**src/rtl/ysyx_22040750_rr_arbiter_pkg.sv**
```systemverilog
// Shared types and defaults for the round-robin arbiter and its winner picker.
package ysyx_22040750_rr_arbiter_pkg;

  localparam int unsigned DefaultM = 4;

  typedef enum logic {
    StIdle = 1'b0,
    StBusy = 1'b1
  } arb_state_e;

endpackage

```
**src/rtl/ysyx_22040750_rr_pick.sv**
```systemverilog
// Combinational rotating-priority winner search. I_ptr has the highest priority,
// and priority then wraps from M-1 back to 0.
module ysyx_22040750_rr_pick
  import ysyx_22040750_rr_arbiter_pkg::*;
#(
  parameter int unsigned M     = DefaultM,
  parameter int unsigned IDX_W = $clog2(M)
) (
  input  logic [M-1:0]     I_req,
  input  logic [IDX_W-1:0] I_ptr,
  output logic [M-1:0]     O_grant,
  output logic [IDX_W-1:0] O_idx,
  output logic             O_valid
);

  logic             found;
  logic [IDX_W-1:0] cand;

  // Visit the requesters in rotated order; the first one that is requesting wins.
  always_comb begin
    found   = 1'b0;
    cand    = '0;
    O_grant = '0;
    O_idx   = '0;
    for (int unsigned k = 0; k < M; k++) begin
      cand = IDX_W'((k + 32'(I_ptr)) % M);
      if (!found && I_req[cand]) begin
        found         = 1'b1;
        O_grant[cand] = 1'b1;
        O_idx         = cand;
      end
    end
  end

  assign O_valid = found;

endmodule

```
**src/rtl/ysyx_22040750_rr_arbiter.sv**
```systemverilog
// Round-robin arbiter that drives the one-hot select of the downstream mux.
// If YSYX_22040750_ARB_B2B_EN is defined, a new grant follows I_done with no idle cycle.
module ysyx_22040750_rr_arbiter
  import ysyx_22040750_rr_arbiter_pkg::*;
#(
  parameter int unsigned M     = DefaultM,
  parameter int unsigned IDX_W = $clog2(M)
) (
  input  logic             I_sys_clk,
  input  logic             I_rst_n,
  input  logic [M-1:0]     I_req,
  input  logic             I_done,
  output logic [M-1:0]     O_grant,
  output logic [IDX_W-1:0] O_grant_idx,
  output logic             O_busy
);

  arb_state_e       state_q, state_d;
  logic [IDX_W-1:0] ptr_q, ptr_d;
  logic [M-1:0]     grant_q, grant_d;
  logic [IDX_W-1:0] idx_q, idx_d;

  logic [IDX_W-1:0] ptr_inc;
  logic [IDX_W-1:0] pick_ptr;
  logic [M-1:0]     pick_grant;
  logic [IDX_W-1:0] pick_idx;
  logic             pick_valid;

  // After a grant ends, priority moves to the requester just after the winner.
  assign ptr_inc = (idx_q == IDX_W'(M - 1)) ? '0 : idx_q + IDX_W'(1);

`ifdef YSYX_22040750_ARB_B2B_EN
  // When a back-to-back grant is made, the pick uses the pointer that I_done advances.
  assign pick_ptr = (state_q == StBusy) ? ptr_inc : ptr_q;
`else
  assign pick_ptr = ptr_q;
`endif

  ysyx_22040750_rr_pick #(
    .M    (M),
    .IDX_W(IDX_W)
  ) u_pick (
    .I_req  (I_req),
    .I_ptr  (pick_ptr),
    .O_grant(pick_grant),
    .O_idx  (pick_idx),
    .O_valid(pick_valid)
  );

  always_comb begin
    state_d = state_q;
    ptr_d   = ptr_q;
    grant_d = grant_q;
    idx_d   = idx_q;
    unique case (state_q)
      StIdle: begin
        if (pick_valid) begin
          state_d = StBusy;
          grant_d = pick_grant;
          idx_d   = pick_idx;
        end
      end
      StBusy: begin
        if (I_done) begin
          ptr_d   = ptr_inc;
          state_d = StIdle;
          grant_d = '0;
          idx_d   = '0;
`ifdef YSYX_22040750_ARB_B2B_EN
          if (pick_valid) begin
            state_d = StBusy;
            grant_d = pick_grant;
            idx_d   = pick_idx;
          end
`endif
        end
      end
    endcase
  end

  always_ff @(posedge I_sys_clk) begin
    if (!I_rst_n) begin
      state_q <= StIdle;
      ptr_q   <= '0;
      grant_q <= '0;
      idx_q   <= '0;
    end else begin
      state_q <= state_d;
      ptr_q   <= ptr_d;
      grant_q <= grant_d;
      idx_q   <= idx_d;
    end
  end

  assign O_grant     = grant_q;
  assign O_grant_idx = idx_q;
  assign O_busy      = (state_q == StBusy);

  a_grant_onehot0: assert property (@(posedge I_sys_clk) $onehot0(grant_q));

endmodule

```
**config.mk**
```make
export PLATFORM = sky130hd
export DESIGN_NAME = ysyx_22040750_rr_arbiter
export DESIGN_NICKNAME = d
export VERILOG_FILES = /design/src/rtl/ysyx_22040750_rr_arbiter_pkg.sv /design/src/rtl/ysyx_22040750_rr_pick.sv /design/src/rtl/ysyx_22040750_rr_arbiter.sv
export SDC_FILE = /design/constraint.sdc
export NUM_CORES = 1
export LEC_CHECK = 0
export CORE_MARGIN = 4
export CORE_UTILIZATION = 51
export DETAILED_ROUTE_END_ITERATION = 10
export PLACE_DENSITY = 0.79
export SKIP_LAST_GASP = 1
export SLEW_MARGIN = 40
export SYNTH_ARGS = -nofsm -noshare
export SYNTH_HDL_FRONTEND = slang
export SYNTH_HIERARCHICAL = 1
export SYNTH_SLANG_ARGS = --single-unit
export TNS_END_PERCENT = 5
```
**constraint.sdc**
```tcl
create_clock -name I_sys_clk -period 2.7 [get_ports I_sys_clk]
set_input_delay 0.27 -clock I_sys_clk [delete_from_list [all_inputs] [get_ports I_sys_clk]]
set_output_delay 0.27 -clock I_sys_clk [all_outputs]
set_load 0.03 [all_outputs]
```
# Word level (Yosys, flattened, before mapping)
# Index checks and enable logic that the tools add are counted.
dict set report totals {
  reg_bits 9
  latch_bits 0
  ram_bits 0
  romBits 0
  inputBits 7
  output_inout_bits 7
  elab_cells 73
  memories 0
}
dict set report classes {
  n_addsub 4
  multipliers 0
  div 0
  n_lt_le_gt_ge 8
  n_eq_ne 3
  n_shift 0
  muxes 38
  bitwise_logic 4
  n_reduce_logical 12
}
# op n
set ops {}
lappend ops {{$mux W4} 6}
lappend ops {{$mux W1} 14}
lappend ops {{$mux W2} 7}
lappend ops {{$lt A2 B3 Y1 const B} 4}
lappend ops {{$or A4 B4 Y4} 3}
lappend ops {{$bmux W1 S2} 4}
lappend ops {{$demux W1 S2} 4}
lappend ops {{$ge A2 B1 Y1 const B} 4}
lappend ops {{$pmux W4 S2} 1}
lappend ops {{$logic_and A1 B1 Y1} 7}
lappend ops {{$add A2 B2 Y2 const A} 2}
lappend ops {{$ne A2 B2 Y1 const B} 2}
lappend ops {{$pmux W2 S2} 1}
lappend ops {{$reduce_and A2 Y1} 2}
lappend ops {{$logic_not A1 Y1} 3}
lappend ops {{$add A1 B2 Y2 const A} 1}
lappend ops {{$add A2 B1 Y2 const B} 1}
lappend ops {{$eq A2 B2 Y1 const B} 1}
lappend ops {{$pmux W1 S2} 1}
lappend ops {{$not A1 Y1} 1}

# Longest topological paths before layout
dict set report depth {
  word_depth 14
  ltp_mapped 10
  ltp_nobuf 8
}

# Hierarchy
# Netlist, hierarchy kept.
# mod instances cells_each area_each_um2 seq_area_each_um2
set modules_own_cells {}
lappend modules_own_cells {ysyx_22040750_rr_pick 1 45 421.7 0.0}
lappend modules_own_cells {ysyx_22040750_rr_arbiter 1 39 412.9 180.2}

# Worst setup path before layout
# OpenSTA, ideal clock, no wires.
dict set report synth_timing {
  path_kind {flip-flop to flip-flop}
  start {reg ptr_q[0] (netlist: pick_ptr[0])}
  end {reg idx_q[1] (netlist: O_grant_idx[1])}
  arrival_ps 2102
  required_time_ps 2579
  path_slack_ps 477
  stages_incl_launch_ff 11
  synth_period_minus_slack_ps 2223
  path_cell_list {dfxtp_1 -> buf_6 -> inv_1 -> ha_1 -> mux4_2 -> buf_6 -> nor4b_4 -> nor2_1 -> a32o_1 -> nand2_1 -> o22ai_2}
}
dict set report synth_via {
  elab_chain_len 14
  word_cells_on_any_way 29
}
# item line
set synth_rtl {}
lappend synth_rtl {{start: declaration} ysyx_22040750_rr_arbiter.sv:19} ;# logic [IDX_W-1:0] ptr_q, ptr_d;
lappend synth_rtl {{start signal: assignment} ysyx_22040750_rr_arbiter.sv:89} ;# ptr_q <= ptr_d;
lappend synth_rtl {{branches (longest 11 deep; another with $add A1 B2 Y2)} -}
lappend synth_rtl {{$mux W2 (*)} ysyx_22040750_rr_pick.sv:27} ;# if (!found && I_req[cand]) begin
lappend synth_rtl {{named net pick_idx[1]} ysyx_22040750_rr_arbiter.sv:26} ;# logic [IDX_W-1:0] pick_idx;
lappend synth_rtl {{$mux W2 (*)} ysyx_22040750_rr_arbiter.sv:57} ;# if (pick_valid) begin
lappend synth_rtl {{$pmux W2 S2 (*)} ysyx_22040750_rr_arbiter.sv:55} ;# unique case (state_q)
lappend synth_rtl {{end signal: assignment} ysyx_22040750_rr_arbiter.sv:91} ;# idx_q <= idx_d;
lappend synth_rtl {{end: declaration} ysyx_22040750_rr_arbiter.sv:21} ;# logic [IDX_W-1:0] idx_q, idx_d;
# Mark *: on every way through the listed nets, which the timed path passes. The select of a mux whose other input is x is not followed.
# A chain may end at the register's enable or synchronous reset.

# Final worst setup path
# Ends and elaborated chain as after synthesis.

==> results.md <==
- Crit path time final: 2221 ps
- Worst r2r path cells: 7
- CTS Buf Count: 3
- # fillers: 113
- Clk buf depth: 2
- Ant. Diodes: 0
- Worst slack, placed: 315.2 ps
- Commonest non-fill, non-tap cell in the layout: clkdlybuf4s50_1
- Number of setup buffers added after CTS: 0
- H-Tree Depth: 1
- DR pass1 iterations: 4
- Yosys cell types: 32
- Crit path from: pick_ptr[0]
- Worst Path Arrival: 2370 ps
- Slew HR: 0.6848
- Crit path to: O_grant_idx[1]
- Slew Viols, Final: 0
- Slowest stage delay, CP: between 600 and 700 ps
- # setup viols final: 0
- Global-route wire length before repair: 2711 um
- Final ANT Viol Nets: 0
- TNS Setup: 0 ps
- Syn nets: between 90 and 100
- Maximum clock frequency: around 0.45 GHz
- R2R Path Start: pick_ptr[0]
- Setup Skew: roughly 2.4 ps
- Number of stages on the worst setup path: 7
- Worst setup path category: flip-flop to flip-flop
- Nets: approximately 110
- Post-Route WL: approximately 1700 um
- P&R area growth vs syn: 18.89%
- Worst-Skew Late Latency: between 200 and 300 ps
- RSZ-0062 raised after global routing: false
- VDD IR-drop max: 370.8 uV
- Port Buffers: 13
- Hold buffer count at CTS: 0
- Gpl congestion: approximately 0.78
- R2R Setup Slk: 480 ps
- DRC viols: 0
- Setup ws final: 479.1 ps
- Vias: 700
- Die W: 48.45 um
- Uppermost layer routed: met3
- Layout cells sized above 1: 0.1919
- Cells after synthesis: 84
- CP max-delay cell: mux4_2
- Root Driver: clkbuf_4
- CTS tree: done
- Worst setup EP type: flip-flop
- Wire per inst: 14.65 um
- Status: completed
- Placement Rows: 14
- Met2 WL post-DR: 819 um
- Syn Area/Cell: between 9 and 10 sq um
- Flops & latches, synth: 9
- Gr usage total: 0.1429
- Synth top area cells: dfxtp_1 22%, ha_1 9.0%, o22ai_2 9.0%, a22oi_1 7.2%, mux4_1 6.3%
- Worst Tran Pin Value: 471.3 ps
- Post-synth top area share: 0.2159
- CP required: 2850 ps
- 1st-iter DRT viols: 19
- CTS Sinks: 9
- Pwr/cell area: around 460 mW/mm^2
- P_leak: 0.3560 nW
- Met3 WL: 109 um
- Starting Density: 0.5476
- Clk slew on worst S/H paths: 60 ps
- Critical path cell sequence: buf_4, mux4_2, nor4b_4, nor2_1, a32o_1, nand2_1, o22ai_2
- DP HPWL: 1240 um
- Min-Delay Path Class: flip-flop to flip-flop
- Ys Warns: 6
- WP buf/inv: 1
- Metal1 wirelength: around 760 um
- Gates resized, CTS repair: 0
- Core ar.: 0.001524 sq mm
- Critical-path maximum fanout: 13
- Period utilisation layout: 0.8225
- Pin count of the biggest net entering global routing: 16
- Synth Cell Area: about 830 sq um
- Vias per std cell: about 6.1
- Initial antenna violation count: 0
- Synth area leader: dfxtp_1
- Final Hold Viols: 0
- Max Cap Viol: 0
- I/O pin cnt: 14
- Commonest cells after routing, fill and taps aside: 13 x clkdlybuf4s50_1, 12 x nand2_1, 9 x dfxtp_1
- Overflow left after global routing: 0
- Top Family by Delay on Critical Path: multiplexers
- Sequential-to-total area share from yosys stat: 0.2159
- Die Footprint: 0.002347 sq mm
- Vias in the first global route: 605
- CP startpoint kind: flip-flop
- Reg2reg end: O_grant_idx[1]
- Die Height: 48.45 um
==> cell type report <==
type,instances,area (sq um),share of cell area
Tap cell,16,20.02,0.02018
Inverter,3,11.26,0.01135
Multi-Input combinational cell,68,609.3,0.6141
Timing Repair Buffer,15,145.1,0.1463
Clock buffer,4,26.28,0.02648
Sequential cell,9,180.2,0.1816
==> synth_stat cells <==
cell type and count:
o211ai_1 1, inv_1 3, nor4b_4 1, buf_4 1, mux4_1 2, a22oi_1 8, nand2b_1 3, o221ai_1 1
nor4_1 1, a32o_1 1, nand2b_4 1, buf_6 2, mux4_2 2, nor3_1 1, nor2b_1 1, mux2_2 1
and3_2 1, o22ai_2 6, nand2_1 12, mux2_4 1, and4bb_1 1, dfxtp_1 9, a21boi_1 1, mux2i_1 2
clkbuf_1 1, nor2_1 3, ha_1 6, o21a_1 2, and2b_2 1, o21ai_0 5, o31ai_1 1, a21boi_0 2
==> per-stage QoR <==
stage	area, sq um	power, mW	hold slack (ps)	std cells	utilization
final	992.2	0.4572	483.7	115	0.6511
after global routing	992.2	0.4892	501.7	115	0.6511
after CTS	992.2	0.4607	484.6	115	0.6511
after detailed placement	965.9	0.3510	471.1	111	0.6338
after global placement	965.9	0.3482	466.8	111	0.6338
after floorplan	834.6	0.3040	442.4	84	-
==> flip-flops by register name, indices dropped and copies added, names as in the netlist <==
signal       count
O_busy           1
O_grant          4
O_grant_idx      2
pick_ptr         2
==> worst min-delay path: stages, from the launching register on <==
cell	delay, ps
dfxtp_1	310
nand2_1	60
o22ai_2	60
==> how the worst min path moves through the flow <==
stage | start | end | depth (start not counted)
2_1_floorplan | I_rst_n | O_grant_idx[1] | 2
3_3_place_gp | O_grant[1] | O_grant[1] | 2
3_5_place_dp | O_grant[3] | O_grant[3] | 2
4_1_cts | O_grant[3] | O_grant[3] | 2
5_1_grt | O_grant[1] | O_grant[1] | 2
6_report | O_grant[3] | O_grant[3] | 2
==> per-layer routing <==
layer  global-route usage  up-vias
met2               0.2326       24
met1               0.1775      319
li1                     -      357
met3              0.05828        0
met5                    0        -
met4              0.02691        0
==> cells by family after synthesis <==
group | synth area share
multiplexers | 0.1724
buffers and inverters | 0.05397
AO/OA/AOI/OAI | 0.2774
flip-flops | 0.2159
adder cells (fa/ha/maj) | 0.08995
AND/OR/NAND/NOR | 0.1904
==> power breakdown <==
part / leakage [nW] / switching [mW] / internal (mW)
logic: 0.267 / 0.105 / 0.0894
clock network: 0.0150 / 0.0503 / 0.0571
registers: 0.0736 / 0.0101 / 0.145
Note: power is estimated with default switching activity, not from simulation.
